--- src/rtl/memory_bus_responder_pkg.sv ---
// Shared widths, state/byte-enable encodings and access-control payload
// for the memory bus responder.
package memory_bus_responder_pkg;

   localparam int unsigned DATA_W = 16;
   localparam int unsigned BE_W   = 2;
   localparam int unsigned CNT_W  = 8;
   localparam int unsigned ST_W   = 2;

   localparam logic [ST_W-1:0] BUS_STATE_IDLE   = 2'd0;
   localparam logic [ST_W-1:0] BUS_STATE_ACCESS = 2'd1;
   localparam logic [ST_W-1:0] BUS_STATE_DONE   = 2'd2;

   localparam logic [BE_W-1:0] BUS_BE_LO   = 2'b01;
   localparam logic [BE_W-1:0] BUS_BE_HI   = 2'b10;
   localparam logic [BE_W-1:0] BUS_BE_WORD = 2'b11;

   // Per-access lane info kept for read-data extraction and error reporting
   typedef struct packed {
      logic rd;
      logic byte_acc;
      logic odd;
   } acc_ctrl_t;

   // A request is legal only when exactly one of read/write is asserted
   function automatic logic req_legal(input logic rdx, input logic wrx);
      return rdx ^ wrx;
   endfunction

endpackage

--- src/rtl/memory_bus_responder_if.sv ---
// Core-side request/response and memory-side strobe signals of the responder.
interface memory_bus_responder_if #(
   parameter int unsigned ADDR_W = 16
);
   logic              start;
   logic              rdx;
   logic              wrx;
   logic              bytex;
   logic [ADDR_W-1:0] addr;
   logic [15:0]       wdata;
   logic [15:0]       rdata;
   logic              done;
   logic              bus_err;
   logic              busy;
   logic [ADDR_W-2:0] mem_addr;
   logic [15:0]       mem_wdata;
   logic [1:0]        mem_be;
   logic              mem_rd;
   logic              mem_wr;
   logic [15:0]       mem_rdata;
   logic              mem_ready;

   // Core plus memory side: issues requests and answers memory strobes
   modport master (
      output start, rdx, wrx, bytex, addr, wdata, mem_rdata, mem_ready,
      input  rdata, done, bus_err, busy, mem_addr, mem_wdata, mem_be, mem_rd, mem_wr
   );

   // Responder
   modport slave (
      input  start, rdx, wrx, bytex, addr, wdata, mem_rdata, mem_ready,
      output rdata, done, bus_err, busy, mem_addr, mem_wdata, mem_be, mem_rd, mem_wr
   );
endinterface

--- src/rtl/memory_bus_responder_byte_lane_steer.sv ---
// Little-endian byte-lane steering: write data/byte-enable generation and
// read-data lane extraction with zero extension.
module memory_bus_responder_byte_lane_steer
   import memory_bus_responder_pkg::*;
(
   input  logic              wr_byte,
   input  logic              wr_odd,
   input  logic [DATA_W-1:0] wdata,
   input  logic              rd_byte,
   input  logic              rd_odd,
   input  logic [DATA_W-1:0] mem_rdata,
   output logic [BE_W-1:0]   be_c,
   output logic [DATA_W-1:0] lane_wdata_c,
   output logic [DATA_W-1:0] lane_rdata_c
);

   // Write direction: a byte is replicated on both lanes, BE picks the lane
   always_comb begin
      be_c         = BUS_BE_WORD;
      lane_wdata_c = wdata;
      if (wr_byte) begin
         be_c         = wr_odd ? BUS_BE_HI : BUS_BE_LO;
         lane_wdata_c = {wdata[7:0], wdata[7:0]};
      end
   end

   // Read direction: select the addressed lane and zero-extend
   always_comb begin
      lane_rdata_c = mem_rdata;
      if (rd_byte) begin
         lane_rdata_c = rd_odd ? {8'h00, mem_rdata[15:8]} : {8'h00, mem_rdata[7:0]};
      end
   end

endmodule

--- src/rtl/memory_bus_responder.sv ---
// Memory-side endpoint: runs one load/store against a wait-stated 16-bit
// word memory and reports completion, read data and errors to the core.
module memory_bus_responder
   import memory_bus_responder_pkg::*;
#(
   parameter int unsigned ADDR_W  = 16,
   parameter int unsigned TIMEOUT = 15
) (
   input  logic                    clk,
   input  logic                    rst_n,
   memory_bus_responder_if.slave   bus
);

   localparam logic [CNT_W-1:0] TIMEOUT_CNT = CNT_W'(TIMEOUT);
   localparam int unsigned      MADDR_W     = ADDR_W - 1;

   logic [ST_W-1:0]    state, state_nx;
   logic [CNT_W-1:0]   wait_cnt, wait_cnt_nx;
   acc_ctrl_t          acc, acc_nx;
   logic [DATA_W-1:0]  rdata_q, rdata_nx;
   logic               done_q, done_nx;
   logic               err_q, err_nx;
   logic               busy_q, busy_nx;
   logic [MADDR_W-1:0] maddr_q, maddr_nx;
   logic [DATA_W-1:0]  mwdata_q, mwdata_nx;
   logic [BE_W-1:0]    mbe_q, mbe_nx;
   logic               mrd_q, mrd_nx;
   logic               mwr_q, mwr_nx;

   logic [BE_W-1:0]    lane_be_c;
   logic [DATA_W-1:0]  lane_wdata_c;
   logic [DATA_W-1:0]  lane_rdata_c;
   logic               misaligned_c;

   assign misaligned_c = !acc.byte_acc && acc.odd;

   // Write steering follows the live request; read extraction uses the latched access
   memory_bus_responder_byte_lane_steer u_byte_lane_steer (
      .wr_byte      (bus.bytex),
      .wr_odd       (bus.addr[0]),
      .wdata        (bus.wdata),
      .rd_byte      (acc.byte_acc),
      .rd_odd       (acc.odd),
      .mem_rdata    (bus.mem_rdata),
      .be_c         (lane_be_c),
      .lane_wdata_c (lane_wdata_c),
      .lane_rdata_c (lane_rdata_c)
   );

   // Next-state and next-output logic
   always_comb begin
      state_nx    = state;
      wait_cnt_nx = wait_cnt;
      acc_nx      = acc;
      rdata_nx    = rdata_q;
      done_nx     = 1'b0;
      err_nx      = 1'b0;
      maddr_nx    = maddr_q;
      mwdata_nx   = mwdata_q;
      mbe_nx      = mbe_q;
      mrd_nx      = mrd_q;
      mwr_nx      = mwr_q;

      case (state)
         BUS_STATE_IDLE: begin
            if (bus.start) begin
               if (req_legal(bus.rdx, bus.wrx)) begin
                  state_nx        = BUS_STATE_ACCESS;
                  wait_cnt_nx     = '0;
                  acc_nx.rd       = bus.rdx;
                  acc_nx.byte_acc = bus.bytex;
                  acc_nx.odd      = bus.addr[0];
                  maddr_nx        = bus.addr[ADDR_W-1:1];
                  mbe_nx          = lane_be_c;
                  mwdata_nx       = lane_wdata_c;
                  mrd_nx          = bus.rdx;
                  mwr_nx          = bus.wrx;
               end else begin
                  state_nx = BUS_STATE_DONE;
                  done_nx  = 1'b1;
                  err_nx   = 1'b1;
               end
            end
         end

         BUS_STATE_ACCESS: begin
            // READY wins over a timeout landing in the same cycle
            if (bus.mem_ready) begin
               state_nx = BUS_STATE_DONE;
               done_nx  = 1'b1;
               err_nx   = misaligned_c;
               mrd_nx   = 1'b0;
               mwr_nx   = 1'b0;
               if (acc.rd) begin
                  rdata_nx = lane_rdata_c;
               end
            end else if (wait_cnt == TIMEOUT_CNT) begin
               state_nx = BUS_STATE_DONE;
               done_nx  = 1'b1;
               err_nx   = 1'b1;
               mrd_nx   = 1'b0;
               mwr_nx   = 1'b0;
               if (acc.rd) begin
                  rdata_nx = '0;
               end
            end else begin
               wait_cnt_nx = wait_cnt + CNT_W'(1);
            end
         end

         BUS_STATE_DONE: begin
            state_nx = BUS_STATE_IDLE;
         end

         default: begin
            state_nx = BUS_STATE_IDLE;
            mrd_nx   = 1'b0;
            mwr_nx   = 1'b0;
         end
      endcase

      busy_nx = (state_nx != BUS_STATE_IDLE);
   end

   // State register and registered outputs
   always_ff @(posedge clk or negedge rst_n) begin
      if (!rst_n) begin
         state    <= BUS_STATE_IDLE;
         wait_cnt <= '0;
         acc      <= '0;
         rdata_q  <= '0;
         done_q   <= 1'b0;
         err_q    <= 1'b0;
         busy_q   <= 1'b0;
         maddr_q  <= '0;
         mwdata_q <= '0;
         mbe_q    <= '0;
         mrd_q    <= 1'b0;
         mwr_q    <= 1'b0;
      end else begin
         state    <= state_nx;
         wait_cnt <= wait_cnt_nx;
         acc      <= acc_nx;
         rdata_q  <= rdata_nx;
         done_q   <= done_nx;
         err_q    <= err_nx;
         busy_q   <= busy_nx;
         maddr_q  <= maddr_nx;
         mwdata_q <= mwdata_nx;
         mbe_q    <= mbe_nx;
         mrd_q    <= mrd_nx;
         mwr_q    <= mwr_nx;
      end
   end

   assign bus.rdata     = rdata_q;
   assign bus.done      = done_q;
   assign bus.bus_err   = err_q;
   assign bus.busy      = busy_q;
   assign bus.mem_addr  = maddr_q;
   assign bus.mem_wdata = mwdata_q;
   assign bus.mem_be    = mbe_q;
   assign bus.mem_rd    = mrd_q;
   assign bus.mem_wr    = mwr_q;

endmodule

--- src/flat_wrapper.sv ---
// flat-port wrapper written by rule: the top's interface ports become plain ports
module memory_bus_responder_flat import memory_bus_responder_pkg::*;
#(
   parameter int unsigned ADDR_W  = 16,
   parameter int unsigned TIMEOUT = 15
)
  (clk, rst_n, bus_start, bus_rdx, bus_wrx, bus_bytex, bus_addr, bus_wdata, bus_mem_rdata, bus_mem_ready, bus_rdata, bus_done, bus_bus_err, bus_busy, bus_mem_addr, bus_mem_wdata, bus_mem_be, bus_mem_rd, bus_mem_wr);
  memory_bus_responder_if #(.ADDR_W(ADDR_W)) bus_i ();
  input  logic clk;
  input  logic rst_n;
  input wire logic [$bits(bus_i.start)-1:0] bus_start;
  input wire logic [$bits(bus_i.rdx)-1:0] bus_rdx;
  input wire logic [$bits(bus_i.wrx)-1:0] bus_wrx;
  input wire logic [$bits(bus_i.bytex)-1:0] bus_bytex;
  input wire logic [$bits(bus_i.addr)-1:0] bus_addr;
  input wire logic [$bits(bus_i.wdata)-1:0] bus_wdata;
  input wire logic [$bits(bus_i.mem_rdata)-1:0] bus_mem_rdata;
  input wire logic [$bits(bus_i.mem_ready)-1:0] bus_mem_ready;
  output wire logic [$bits(bus_i.rdata)-1:0] bus_rdata;
  output wire logic [$bits(bus_i.done)-1:0] bus_done;
  output wire logic [$bits(bus_i.bus_err)-1:0] bus_bus_err;
  output wire logic [$bits(bus_i.busy)-1:0] bus_busy;
  output wire logic [$bits(bus_i.mem_addr)-1:0] bus_mem_addr;
  output wire logic [$bits(bus_i.mem_wdata)-1:0] bus_mem_wdata;
  output wire logic [$bits(bus_i.mem_be)-1:0] bus_mem_be;
  output wire logic [$bits(bus_i.mem_rd)-1:0] bus_mem_rd;
  output wire logic [$bits(bus_i.mem_wr)-1:0] bus_mem_wr;
  assign bus_i.start = bus_start;
  assign bus_i.rdx = bus_rdx;
  assign bus_i.wrx = bus_wrx;
  assign bus_i.bytex = bus_bytex;
  assign bus_i.addr = bus_addr;
  assign bus_i.wdata = bus_wdata;
  assign bus_i.mem_rdata = bus_mem_rdata;
  assign bus_i.mem_ready = bus_mem_ready;
  assign bus_rdata = bus_i.rdata;
  assign bus_done = bus_i.done;
  assign bus_bus_err = bus_i.bus_err;
  assign bus_busy = bus_i.busy;
  assign bus_mem_addr = bus_i.mem_addr;
  assign bus_mem_wdata = bus_i.mem_wdata;
  assign bus_mem_be = bus_i.mem_be;
  assign bus_mem_rd = bus_i.mem_rd;
  assign bus_mem_wr = bus_i.mem_wr;
  memory_bus_responder #(.ADDR_W(ADDR_W), .TIMEOUT(TIMEOUT)) u_core (.clk(clk), .rst_n(rst_n), .bus(bus_i));
endmodule
--- config.mk ---
export PLATFORM = sky130hd
export DESIGN_NAME = memory_bus_responder_flat
export DESIGN_NICKNAME = d
export VERILOG_FILES = /design/src/rtl/memory_bus_responder_pkg.sv /design/src/rtl/memory_bus_responder_if.sv /design/src/rtl/memory_bus_responder_byte_lane_steer.sv /design/src/rtl/memory_bus_responder.sv /design/src/flat_wrapper.sv
export SDC_FILE = /design/constraint.sdc
export NUM_CORES = 1
export LEC_CHECK = 0
export CAP_MARGIN = 40
export CORE_UTILIZATION = 47
export DETAILED_ROUTE_END_ITERATION = 6
export PLACE_DENSITY = 0.95
export SLEW_MARGIN = 15
export SYNTH_ARGS = -nofsm -noshare
export SYNTH_HDL_FRONTEND = slang
export SYNTH_SLANG_ARGS = --single-unit
--- constraint.sdc ---
create_clock -name clk -period 4.26 [get_ports clk]
set_input_delay 0.852 -clock clk [delete_from_list [all_inputs] [get_ports clk]]
set_output_delay 0.852 -clock clk [all_outputs]
set_load 0.005 [all_outputs]
==> out/metrics.yaml <==
die:
  io_pins: 109
  die_w_um: 79.7
  die_area_um2: 6350
  coreArea_um2: 5680
  start_util_pct: 50.0
  rows: 27
  die_y_um: 79.7
timing:
  final-max-slew-violation-count: 0
  finalCriticalPeriod_ns: 2.78
  finalHoldViolCount: 0
  rsz0062_at_grt: "no"
  fin_tns_setup_ns: 0
  timing.fmax_ghz: 0.360
  fin_skew_ns: 0.00587
  setup-violations-final: 0
  worst_pin_slew_ns: 0.847
  timing.slew.headroom_pct: 43.5
  min_period_over_period_pct: 65.3
setup_path:
  slowest_stage: "nor2b_2"
  crit_start: "bus_wrx"
  crit_path_max_fanout: 20
  critPathMaxStageDelay_ns: 0.71
  critPathBufInv: 2
  crit_arrival_ns: 3.02
  critPathLaunchType: "input port"
  critical_path_class: "in2reg"
  path_cells: "clkdlybuf4s50_1, xor2_1, nor2b_2, buf_4, nor2_1, a31oi_1"
  path_delay_family: "buffers and inverters"
  required_ns: 4.50
  timing.rr.start: "u_core.state[1]"
  endpoint_kind: "flip-flop"
status:
  status: "completed"
logic_synthesis:
  synth.area.top_cells: "dfrtp_1, nand2_1, mux2i_1, a22o_1, o2bb2ai_1"
  ys_seq_area_share_pct: 59.1
  synth.avg_cell_area_um2: 10.5
  synth_top_cell_by_area: "dfrtp_1"
  yosys_warnings: 0
  synthCells: 271
  yosysUniqueCellTypes: 40
  ys_ff_latch: 67
  syn_area_um2: 2840
  yosysTopAreaCellShare_pct: 59.1
  synth-edff-count: 0
  ys.flop_type: "dfrtp_1"
  syn-num-nets: 327
  async_flop_share_pct: 100
final_layout:
  diodes: 0
  seq_area_um2: 1680
  multi_input_area_um2: 1070
  drive_gt1_share_pct: 7.25
  syn_to_final_growth_pct: 46.8
  fillers: 426
  nets: 437
  design_area_um2: 4170
clocking:
  cts_sinks: 67
  cts_resized: 0
  htreeDepth: 3
  postCtsSetupBuffers: 0
  clkTransAtPathRegs_ns: 0.07
  root_buffer: "clkbuf_8"
  numCtsBuffers: 9
  cts_hold_buf: 0
  clock_path_buffers: 2
  clock_latency_ns: 0.33
  cts_tree: "done"
routing:
  first_iter_violations: 119
  postRouteAntennaNets: 0
  wl_per_cell_um: 15.0
  drt_pass1_iterations: 4
  drc: 0
  drt-total-wl_mm: 6.87
  viasPerCell: 5.23
  vias: 2396
global_route:
  first_global_vias: 2319
  grt_max_degree: 46
  antenna_found_initial: 0
  grt_pass1_wl_mm: 10.8
  grt_use_total_pct: 22.4
  grt-ovfl-total: 0
pwr:
  power_density_nw_per_um2: 574
  peakVddDrop_mv: 0.322
  total_power_uw: 2390
  power.leakage_uw: 0.00196
placement:
  io_buffers: 108
  dpl_cell_area_um2: 3970
  gp_congestion: 0.823
  dpl.hpwl_mm: 4.87
flow_run:
  max-cap-violations: 0
hold_path:
  hold_class: "in2async"
==> cells in the final DEF (no fill, tap or decap), drive strengths merged, types with 3 or more instances in the layout <==
master         netlist  routed
a22o                 8       8
nand3                7       7
o21ai               18      18
mux2i               16      16
dfrtp               67      67
buf                 11       4
clkdlybuf4s50        0     107
a211oi               3       3
clkinv               1       5
a31oi                3       3
a21o                 4       4
clkbuf               1       9
a21oi                4       4
inv                  3       3
nor2                 9       9
o22ai                3       3
o2bb2ai              8       8
nand2               85      85
==> Yosys cell counts, drive strengths merged, types with 2 or more instances <==
master	instances
o21ai	18
dfrtp	67
mux2i	16
a21o	4
nand3	7
nand2	85
nor2	9
a211o	2
o2bb2ai	8
a211oi	3
o22ai	3
nand2b	2
a22o	8
a21oi	4
nor3	2
or3	2
inv	3
buf	11
a31oi	3
==> final timing paths <==
kind                                                  to  slack [ns]  cells after the start
worst max-delay path                u_core.bus.mem_be[0]        1.48                      6
min in group clk                  u_core.bus.mem_addr[4]        0.48                      2
worst max register to register      u_core.bus.mem_be[0]        2.12                      5
max in group asynchronous       u_core.bus.mem_wdata[14]        2.92                      3
worst min-delay path                       u_core.acc[2]        0.47                      1
worst min register to register    u_core.bus.mem_addr[4]        0.48                      2
==> per-stage QoR <==
step | util [%] | hold WS (ns) | cells | setup WS (ns)
CTS | 73.4 | 0.480 | 458 | 1.50
global route | 73.4 | 0.506 | 458 | 1.33
floorplan | - | 0.452 | 271 | 2.32
detailed placement | 70.0 | 0.461 | 442 | 1.19
finish | 73.4 | 0.475 | 458 | 1.48
global placement | 69.5 | 0.463 | 441 | 1.31
==> power breakdown <==
group | total (uW) | switching, uW | internal [uW]
Sequential | 1020 | 150 | 872
Combinational | 859 | 320 | 539
Clock | 507 | 239 | 268
Total | 2390 | 710 | 1680
==> routing by layer <==
layer / vias to the layer above / routed length (um) / track usage, %
li1: 1150 / - / -
met1: 1145 / 2990 / 28.6
met2: 90 / 3380 / 37.4
met3: 11 / 370 / 3.43
met4: 0 / 126 / 10.4
met5: - / 0 / 0
==> worst register-to-register path: cells and delay by family (launching register included) <==
kind	cells	cell delay, ns
AND/OR/NAND/NOR	3	1.11
flip-flops	1	0.45
buffers and inverters	1	0.37
AO/OA/AOI/OAI	1	0.13
==> logic make-up after synthesis <==
kind of cell               count (synthesis)  share of synthesized area, %
muxes                                     16                          5.64
DFF                                       67                          59.1
buffers and inverters                     16                          3.31
xor gates and xnor gates                   1                         0.309
AOI/OAI and AO/OA                         55                          13.6
adders and majority gates                  1                         0.441
and+or+nand+nor                          115                          17.6
==> registers in the layout, indices dropped and copies added, names as in the netlist, 2 cells and up <==
signal	flops
u_core.acc	3
u_core.bus.mem_addr	15
u_core.bus.mem_be	2
u_core.bus.mem_wdata	16
u_core.bus.rdata	16
u_core.state	2
u_core.wait_cnt	8
==> area by class of cell <==
cell class              instances  share of cell area [%]
inverters                       4                   0.360
well taps                      72                    2.16
flip-flops and latches         67                    40.3
repair buffers                111                    26.9
clock buffers                   9                    2.97
multi-input cells             188                    25.7
clock inverters                 7                    1.65
(Power assumes the default switching activity.)
